### config.mk
export PLATFORM = sky130hd
export DESIGN_NAME = execute
export DESIGN_NICKNAME = d
export VERILOG_FILES = /design/src/rtl/execute_pkg.sv /design/src/rtl/execute_muldiv_unit.sv /design/src/rtl/execute.sv
export SDC_FILE = /design/constraint.sdc
export NUM_CORES = 1
export LEC_CHECK = 0
export BUFFER_PORTS_ARGS = -buffer_cell sky130_fd_sc_hd__buf_2
export CELL_PAD_IN_SITES_DETAIL_PLACEMENT = 0
export CELL_PAD_IN_SITES_GLOBAL_PLACEMENT = 1
export CORE_ASPECT_RATIO = 0.8
export CORE_UTILIZATION = 38
export DETAILED_ROUTE_END_ITERATION = 7
export GPL_TIMING_DRIVEN = 1
export PLACE_DENSITY_LB_ADDON = 0.1
export SLEW_MARGIN = 30
export SYNTH_ARGS = -nofsm -noshare
export SYNTH_HDL_FRONTEND = slang
export SYNTH_HIERARCHICAL = 1
export SYNTH_SLANG_ARGS = --single-unit
export TNS_END_PERCENT = 30
### constraint.sdc
create_clock -name clk -period 3.55 [get_ports clk]
set_clock_uncertainty 0.15 [all_clocks]
set_input_delay 0.1775 -clock clk [delete_from_list [all_inputs] [get_ports clk]]
set_output_delay 0.1775 -clock clk [all_outputs]
set_load 0.1 [all_outputs]
### src/rtl/execute_pkg.sv
// Shared constants and enums for the execute (EX) stage of the RV32 pipeline.
package execute_pkg;

  localparam int ADDR_WIDTH = 32;

  typedef enum logic [1:0] {
    SIZE_BYTE = 2'd0,
    SIZE_HALF = 2'd1,
    SIZE_WORD = 2'd2
  } data_size_e;

  typedef enum logic [3:0] {
    ALU_ADD  = 4'd0,
    ALU_SUB  = 4'd1,
    ALU_SLL  = 4'd2,
    ALU_SLT  = 4'd3,
    ALU_SLTU = 4'd4,
    ALU_XOR  = 4'd5,
    ALU_SRL  = 4'd6,
    ALU_SRA  = 4'd7,
    ALU_OR   = 4'd8,
    ALU_AND  = 4'd9
  } alu_op_e;

  // Encoded in RV32M funct3 order: bit 2 set means a divide-family op.
  typedef enum logic [2:0] {
    MD_MUL    = 3'd0,
    MD_MULH   = 3'd1,
    MD_MULHSU = 3'd2,
    MD_MULHU  = 3'd3,
    MD_DIV    = 3'd4,
    MD_DIVU   = 3'd5,
    MD_REM    = 3'd6,
    MD_REMU   = 3'd7
  } md_op_e;

  typedef enum logic [1:0] {
    MD_IDLE = 2'd0,
    MD_RUN  = 2'd1,
    MD_DONE = 2'd2
  } md_state_e;

endpackage

### src/rtl/execute_muldiv_unit.sv
// Iterative RV32M unit: shift-add multiply / restoring divide on operand
// magnitudes, one step per clock, sign fix-up applied while in DONE.
module execute_muldiv_unit
  import execute_pkg::*;
#(
  parameter int XLEN     = 32,
  parameter int MD_STEPS = 32
) (
  input  logic            clk,
  input  logic            rst,
  input  logic            start_i,
  input  logic            flush_i,
  input  logic            stall_i,
  input  md_op_e          op_i,
  input  logic [XLEN-1:0] a_i,
  input  logic [XLEN-1:0] b_i,
  output logic            done_o,
  output logic [XLEN-1:0] result_o
);

  localparam int CNT_W = $clog2(MD_STEPS);

  md_state_e         state_r;
  logic [CNT_W-1:0]  cnt_r;
  logic [2*XLEN-1:0] acc_r;
  logic [XLEN-1:0]   divisor_r;
  md_op_e            op_r;
  logic              neg_q_r;
  logic              neg_r_r;

  logic              signed_a_s, signed_b_s, a_neg_s, b_neg_s;
  logic [XLEN-1:0]   mag_a_s, mag_b_s;
  logic [XLEN:0]     mul_sum_s, div_diff_s;
  logic [2*XLEN-1:0] step_s, prod_s;
  logic [XLEN-1:0]   quo_s, rem_s;

  // Operand signedness for the op being started
  always_comb begin
    signed_a_s = 1'b0;
    signed_b_s = 1'b0;
    case (op_i)
      MD_MULH, MD_DIV, MD_REM: begin
        signed_a_s = 1'b1;
        signed_b_s = 1'b1;
      end
      MD_MULHSU: signed_a_s = 1'b1;
      default: begin
        signed_a_s = 1'b0;
        signed_b_s = 1'b0;
      end
    endcase
  end

  assign a_neg_s = signed_a_s & a_i[XLEN-1];
  assign b_neg_s = signed_b_s & b_i[XLEN-1];
  assign mag_a_s = a_neg_s ? -a_i : a_i;
  assign mag_b_s = b_neg_s ? -b_i : b_i;

  // One iteration: upper half of acc is partial product / partial remainder
  assign mul_sum_s  = {1'b0, acc_r[2*XLEN-1:XLEN]} + (acc_r[0] ? {1'b0, divisor_r} : '0);
  assign div_diff_s = acc_r[2*XLEN-1:XLEN-1] - {1'b0, divisor_r};

  // Step selection between multiply and divide datapaths
  always_comb begin
    if (!op_r[2]) begin
      step_s = {mul_sum_s, acc_r[XLEN-1:1]};
    end else if (div_diff_s[XLEN]) begin
      step_s = {acc_r[2*XLEN-2:0], 1'b0};
    end else begin
      step_s = {div_diff_s[XLEN-1:0], acc_r[XLEN-2:0], 1'b1};
    end
  end

  assign prod_s = neg_q_r ? -acc_r : acc_r;
  assign quo_s  = neg_q_r ? -acc_r[XLEN-1:0] : acc_r[XLEN-1:0];
  assign rem_s  = neg_r_r ? -acc_r[2*XLEN-1:XLEN] : acc_r[2*XLEN-1:XLEN];

  // Final result selection
  always_comb begin
    case (op_r)
      MD_MUL:                       result_o = prod_s[XLEN-1:0];
      MD_MULH, MD_MULHSU, MD_MULHU: result_o = prod_s[2*XLEN-1:XLEN];
      MD_DIV, MD_DIVU:              result_o = quo_s;
      MD_REM, MD_REMU:              result_o = rem_s;
      default:                      result_o = '0;
    endcase
  end

  assign done_o = (state_r == MD_DONE);

  // Control FSM, iteration counter and accumulator
  always_ff @(posedge clk or posedge rst) begin
    if (rst) begin
      state_r   <= MD_IDLE;
      cnt_r     <= '0;
      acc_r     <= '0;
      divisor_r <= '0;
      op_r      <= MD_MUL;
      neg_q_r   <= 1'b0;
      neg_r_r   <= 1'b0;
    end else if (flush_i) begin
      state_r <= MD_IDLE;
      cnt_r   <= '0;
    end else begin
      case (state_r)
        MD_IDLE: begin
          if (start_i) begin
            state_r   <= MD_RUN;
            cnt_r     <= '0;
            acc_r     <= {{XLEN{1'b0}}, mag_a_s};
            divisor_r <= mag_b_s;
            op_r      <= op_i;
            neg_q_r   <= a_neg_s ^ b_neg_s;
            neg_r_r   <= a_neg_s;
          end
        end
        MD_RUN: begin
          acc_r <= step_s;
          if (cnt_r == CNT_W'(MD_STEPS - 1)) begin
            state_r <= MD_DONE;
            cnt_r   <= '0;
          end else begin
            cnt_r <= cnt_r + CNT_W'(1);
          end
        end
        MD_DONE: begin
          if (!stall_i) begin
            state_r <= MD_IDLE;
          end
        end
        default: state_r <= MD_IDLE;
      endcase
    end
  end

endmodule

### src/rtl/execute.sv
// EX stage: single-cycle ALU, divide special cases and the EX/MEM register.
// RV32M support is built only when MULDIV_EN is defined.
module execute
  import execute_pkg::*;
#(
  parameter int XLEN     = 32,
  parameter int MD_STEPS = 32
) (
  input  logic            clk,
  input  logic            rst,
  input  logic            valid_i,
  input  alu_op_e         alu_op_i,
  input  logic            is_muldiv_i,
  input  md_op_e          md_op_i,
  input  logic [XLEN-1:0] op_a_i,
  input  logic [XLEN-1:0] op_b_i,
  input  logic [XLEN-1:0] rs2_data_i,
  input  logic [4:0]      sel_rd_i,
  input  logic            mem_re_i,
  input  logic            mem_we_i,
  input  data_size_e      mem_size_i,
  input  logic            stall_i,
  input  logic            flush_i,
  output logic            busy_o,
  output logic [XLEN-1:0] result_bypass_o,
  output logic [4:0]      sel_rd_o,
  output logic            mem_re_o,
  output logic            mem_we_o,
  output data_size_e      mem_size_o,
  output logic [XLEN-1:0] alu_result_o,
  output logic [XLEN-1:0] data_o
);

  logic [XLEN-1:0] alu_res_s;
  logic [XLEN-1:0] md_res_s;
  logic            busy_s;

  // Single-cycle integer ALU
  always_comb begin
    case (alu_op_i)
      ALU_ADD:  alu_res_s = op_a_i + op_b_i;
      ALU_SUB:  alu_res_s = op_a_i - op_b_i;
      ALU_SLL:  alu_res_s = op_a_i << op_b_i[4:0];
      ALU_SLT:  alu_res_s = {{(XLEN-1){1'b0}}, $signed(op_a_i) < $signed(op_b_i)};
      ALU_SLTU: alu_res_s = {{(XLEN-1){1'b0}}, op_a_i < op_b_i};
      ALU_XOR:  alu_res_s = op_a_i ^ op_b_i;
      ALU_SRL:  alu_res_s = op_a_i >> op_b_i[4:0];
      ALU_SRA:  alu_res_s = $signed(op_a_i) >>> op_b_i[4:0];
      ALU_OR:   alu_res_s = op_a_i | op_b_i;
      ALU_AND:  alu_res_s = op_a_i & op_b_i;
      default:  alu_res_s = '0;
    endcase
  end

`ifdef MULDIV_EN
  logic            is_div_s, div_zero_s, div_ovf_s, special_s, md_done_s;
  logic [XLEN-1:0] special_res_s, md_unit_res_s;

  // Zero divisors and INT_MIN / -1 resolve without entering the iterative unit
  assign is_div_s   = md_op_i[2];
  assign div_zero_s = (op_b_i == '0);
  assign div_ovf_s  = ~md_op_i[0] & (op_a_i == {1'b1, {(XLEN-1){1'b0}}}) & (op_b_i == '1);
  assign special_s  = is_div_s & (div_zero_s | div_ovf_s);

  // Fixed results for the special divide cases
  always_comb begin
    case (md_op_i)
      MD_DIV:  special_res_s = div_zero_s ? '1 : {1'b1, {(XLEN-1){1'b0}}};
      MD_DIVU: special_res_s = '1;
      MD_REM:  special_res_s = div_zero_s ? op_a_i : '0;
      MD_REMU: special_res_s = op_a_i;
      default: special_res_s = '0;
    endcase
  end

  execute_muldiv_unit #(
    .XLEN     (XLEN),
    .MD_STEPS (MD_STEPS)
  ) u_muldiv_unit (
    .clk      (clk),
    .rst      (rst),
    .start_i  (valid_i & is_muldiv_i & ~special_s),
    .flush_i  (flush_i),
    .stall_i  (stall_i),
    .op_i     (md_op_i),
    .a_i      (op_a_i),
    .b_i      (op_b_i),
    .done_o   (md_done_s),
    .result_o (md_unit_res_s)
  );

  assign busy_s   = valid_i & is_muldiv_i & ~special_s & ~md_done_s & ~flush_i;
  assign md_res_s = special_s ? special_res_s : md_unit_res_s;
`else
  logic unused_md_op_s;

  assign unused_md_op_s = ^md_op_i;
  assign busy_s         = 1'b0;
  assign md_res_s       = '0;
`endif

  assign busy_o          = busy_s;
  assign result_bypass_o = is_muldiv_i ? md_res_s : alu_res_s;

  // EX/MEM pipeline register: flush > stall > busy bubble > load
  always_ff @(posedge clk or posedge rst) begin
    if (rst) begin
      sel_rd_o     <= 5'd0;
      mem_re_o     <= 1'b0;
      mem_we_o     <= 1'b0;
      mem_size_o   <= SIZE_BYTE;
      alu_result_o <= '0;
      data_o       <= '0;
    end else if (flush_i || (!stall_i && busy_s)) begin
      sel_rd_o     <= 5'd0;
      mem_re_o     <= 1'b0;
      mem_we_o     <= 1'b0;
      mem_size_o   <= SIZE_BYTE;
      alu_result_o <= '0;
      data_o       <= '0;
    end else if (!stall_i) begin
      sel_rd_o     <= sel_rd_i;
      mem_re_o     <= mem_re_i;
      mem_we_o     <= mem_we_i;
      mem_size_o   <= mem_size_i;
      alu_result_o <= result_bypass_o;
      data_o       <= rs2_data_i;
    end
  end

endmodule
# Yosys cells after proc, flatten, opt, wreduce, memory -nomap -nowiden
# Index checks and enable logic that the tools add are counted.
# totals
regBits	73
elab_cells	41
input_bits	118
# op_classes
n_bitwise	3
n_addsub	2
reduce_logical	1
eq_ne	10
order_cmp	2
muxes	14
n_shift	3
# ops
op	n
$pmux 32 s10	1
$mux 32	5
$lt 32x32->1	2
$add 32x32->32	1
$and 32x32->32	1
$or 32x32->32	1
$shl 32x5->32	1
$shr 32x5->32	1
$sshr 32x5->32	1
$sub 32x32->32	1
$xor 32x32->32	1
$eq 4x3->1 const B	4
$mux 5	2
$eq 4x2->1 const B	2
$eq 4x4->1 const B	2
$eq 4x1->1 const B	1
$logic_not 4->1	1
$mux 1	4
$mux 2	2
$ne 2x1->1 const B	1

# Longest topological paths before layout
# depth
ltp_word	5
mapped_depth	14
mapped_depth_nobuf	12

# Worst setup path before layout
# OpenSTA, ideal clock, no wires.
# synth_path
path_type	input to output
start	in op_b_i[2]
end	out result_bypass_o[30]
arrival_time_ns	4.838
t_required_ns	3.222
stages	13
slack_ns	-1.615
cell_sequence	clkinv_1 > buf_1 > clkbuf_1 > buf_2 > ha_1 > nand2b_1 > a2111oi_0 > nand4bb_1 > nand4_1 > a31oi_1 > o21ai_0 > and3_1 > nor3_1
# synth_between
elab_chain_cells	3
word_cells_on_any_way	7
cone_classes	add/sub (2); shift (3); mux (2)
# synth_rtl
element	line_no	text
from (decl)	execute.sv:16	input logic [XLEN-1:0] op_b_i,
$sub 32x32->32, or another cell as far along	execute.sv:42	ALU_SUB: alu_res_s = op_a_i - op_b_i;
$pmux 32 s10 *	execute.sv:40	case (alu_op_i)
$mux 32 *	execute.sv:103	assign result_bypass_o = is_muldiv_i ? md_res_s : alu_res_s;
to (decl)	execute.sv:25	output logic [XLEN-1:0] result_bypass_o,
# Mark *: on every way between the ends. The rest lies on a longest branch, timed or not.

# Worst setup path in the final report
# layout_path
start	in op_b_i[0]
end	out result_bypass_o[0]
# layout_between
elab_chain_cells	3
word_cells_on_any_way	12
cone_classes	add/sub (2); order compare (2); shift (3); mux (2); bitwise (3)
# layout_rtl
element	line_no
$sub 32x32->32, or another cell as far along	execute.sv:42
$pmux 32 s10 *	execute.sv:40
$mux 32 *	execute.sv:103
# Marks and branches as above.

==> reports/metrics.yaml <==
logic_synthesis:
  synth_top_area_share_pct: 14.7
  synth_edf_count: 0
  ys_ff_latch: 73
  syn_area_mm2: 0.0124
  synthAdderAreaFrac_pct: 10.4
  syn_avg_cell_area_um2: 7.53
  synthFlopType: "dfrtp_1"
  synth_simple_gate_area_share_pct: 21.1
  syn-instance-count: 1652
  ys_seq_area_share_pct: 14.7
  synth_largest_area_cell: "dfrtp_1"
  syn_nets: 1872
  synth_top_family_by_area: "compound AO/OA/AOI/OAI gates"
  async_flop_share_pct: 100
  synth_compound_area_share_pct: 27.5
  synth-xor-area-share_pct: 0.704
  synth_cell_types: 87
  yosysWarnings: 6
  synthMuxAreaShare_pct: 18.0
  netlist_top_cells_area: "dfrtp_1, ha_1, mux4_2, mux2i_1, nor2_1"
routing:
  drc: 0
  firstDrtPassIters: 6
  viasPerCell: 6.16
  num_vias: 15300
  drt_iter0_drc: 1822
  wl_per_cell_um: 25.9
  final_antenna_net_count: 0
  totalWireLength_mm: 64.5
global_route:
  overflow: 0
  grt_antenna_before_repair: 2
  grt_first_pass_wirelength_mm: 94.1
  grt_pass1_vias: 14400
  grt_max_degree: 65
  grtUsageTotal_pct: 37.7
critical_path:
  worstPathRequired_ns: 3.22
  worst_ep_arrival_time_ns: 3.19
  crit_type: "input pin to primary output"
  critPathMaxStageDelay_ns: 0.57
  crit_cells: 11
  crit_family: "compound AO/OA/AOI/OAI gates"
  startpoint_type: "input pin"
  ff2ff_setup_slack_ns: 2.64
  cp_max_fo: 32
  critical_path.cell_chain: "buf_4 > buf_12 > buf_4 > mux4_2 > nand2_1 > nand2_1 > a21oi_1 > o221ai_1 > a31oi_1 > nor2_2 > buf_12"
  endpoint: "result_bypass_o[0]"
  reg2regPathDepth: 2
  crit_path_end_kind: "primary output"
  slowest_stage: "mux4_2"
  startpoint: "op_b_i[0]"
  timing.rr.end: "data_o[30]$_DFFE_PP0P_"
  path_buf_inv: 4
  reg2reg_from: "data_o[30]$_DFFE_PP0P_"
placed_design:
  postPlaceCellArea_mm2: 0.0160
  port_buffers: 218
  hpwlAfterDp_mm: 51.7
  place.gp.congestion: 1.08
  post-place-ws_ns: -0.0229
  dpl.cell_count: 2425
timing:
  finalMaxSlewViolations: 0
  fin_crit_ns: 3.52
  worstMarginPinSlew_ns: 0.967
  fin_crit_sh_pct: 99.1
  rsz0062_at_grt: "true"
  fmax_mhz: 284
  finalSetupViolCount: 0
  maxSlewHeadroom_pct: 35.5
  worst_slack_ns: 0.0332
  timing_hold_violations_final: 0
clocking:
  numCtsBuffers: 9
  cts-root-buf: "clkbuf_16"
  cts.sinks: 73
  insertion_delay_ns: 0.34
  cts_tree: "done"
  path_clk_slew_ns: 0.06
  h-tree-depth: 3
  clockBufferDepth: 2
final_layout:
  final_common_cell: "buf_4"
  post-route-cell-area_mm2: 0.0170
  drive_above_1_share_pct: 31.4
  nNetsFinal: 2281
  mostFrequentLayoutCells: "buf_4, nor2_1, buf_2"
  final_cells: 2488
  area_delta_synth_final_pct: 36.2
run_status:
  status: "completed"
power:
  power.density_mw_per_mm2: 271
  power.leakage_nw: 7.94
  ir_drop_mv: 0.272
floorplan:
  design.core.area_mm2: 0.0319
  die_area_mm2: 0.0335
  initial_core_util_pct: 39.1
  die_w_um: 204
  ios: 224
  num_rows: 58
  dieHeight_um: 164
worst_hold_path:
  hp-class: "input pin to flip-flop"
  hold_depth: 2
run:
  maxCapViolCount: 0
## metal layers
layer	part of all wire, %	track usage (%)	wire length [um]	up-vias
met5	0	0	0	-
met4	2.6	9.43	1660	0
met3	11	9.15	6890	94
met2	43	56.9	28000	882
met1	43	53.5	28000	7411
li1	-	-	-	6945
## registers in the layout, summed over array words and instances (netlist names)
| signal | count |
|---|---|
| sel_rd_o | 5 |
| mem_we_o | 1 |
| data_o | 32 |
| mem_re_o | 1 |
| alu_result_o | 32 |
| mem_size_o | 2 |
## logic make-up (layout without fill, tap and decap cells)
kind of cell	Yosys count	after routing
multiplexers	160	160
buffers and inverters	226	640
AO/OA/AOI/OAI	505	505
flip-flops	73	73
AND/OR/NAND/NOR	575	575
other	1	3
adder cells (fa/ha/maj)	102	102
XOR/XNOR	10	10
## worst min-delay path by stage
stage | start | endpoint
5_1_grt | flush_i | data_o[4]$_DFFE_PP0P_
6_report | flush_i | data_o[1]$_DFFE_PP0P_
3_5_place_dp | rs2_data_i[1] | data_o[1]$_DFFE_PP0P_
3_3_place_gp | rs2_data_i[7] | data_o[7]$_DFFE_PP0P_
2_1_floorplan | rs2_data_i[0] | data_o[0]$_DFFE_PP0P_
4_1_cts | flush_i | sel_rd_o[1]$_DFFE_PP0P_
## repair_timing
action                     in CTS  in global routing
gates cloned                    0                  1
setup endpoints to repair       3                 14
hold endpoints to repair       85                  0
pin swaps                       4                  4
gates resized for setup         6                 34
buffers inserted                1                  1
hold buffers                   42                  0
## cell type report
class / instances / area, um^2
diodes: 2 / 5.00
clock buffers: 10 / 239
clock inverters: 6 / 42.5
fillers: 3167 / 14900
inverters: 100 / 379
multi-input cells: 1353 / 10000
flip-flops and latches: 73 / 1830
well taps: 420 / 526
repair buffers: 524 / 3930
## power breakdown
group	switching [mW]	total (mW)	internal (mW)	leakage, nW
Sequential	0.0203	0.889	0.869	0.987
Combinational	1.84	2.84	1.00	6.81
Clock	0.372	0.865	0.493	0.135
## synthesized netlist by cell type (all sizes together) (9+ instances only)
cell,number
mux2,30
buf,38
and3,10
a22oi,13
a21o,16
nand3,39
mux4,47
xnor2,9
or3,11
o31ai,22
inv,98
nor3,29
nand4,22
o21ai,101
a211oi,23
nor2,214
nor4,17
o22ai,15
o211ai,37
a221o,9
o2111ai,9
a21oi,112
ha,100
nand2,161
o221ai,22
mux2i,83
nor2b,28
a31oi,23
dfrtp,73
o21a,10
a211o,9
clkbuf,88
nand2b,15
a221oi,22
a22o,11
## worst reg2reg max path, delay by kind of cell, from the launching register on
family	cells	cell delay, ns
mux	1	0.17
simple gates	1	0.06
flops	1	0.42
## through the flow
| step | util [%] | power, mW | TNS (ns) | hold WS, ns |
|---|---|---|---|---|
| floorplan | - | 2.56 | -1.70 | 0.181 |
| global placement | 50.4 | 3.59 | -0.000356 | 0.266 |
| detailed placement | 50.4 | 3.59 | -0.0548 | 0.273 |
| CTS | 52.7 | 4.51 | 0 | 0.0396 |
| global route | 53.2 | 4.80 | -0.0354 | 0.0515 |
| finish | 53.2 | 4.60 | 0 | 0.0456 |
No activity file was read; power rests on OpenSTA's default activity.
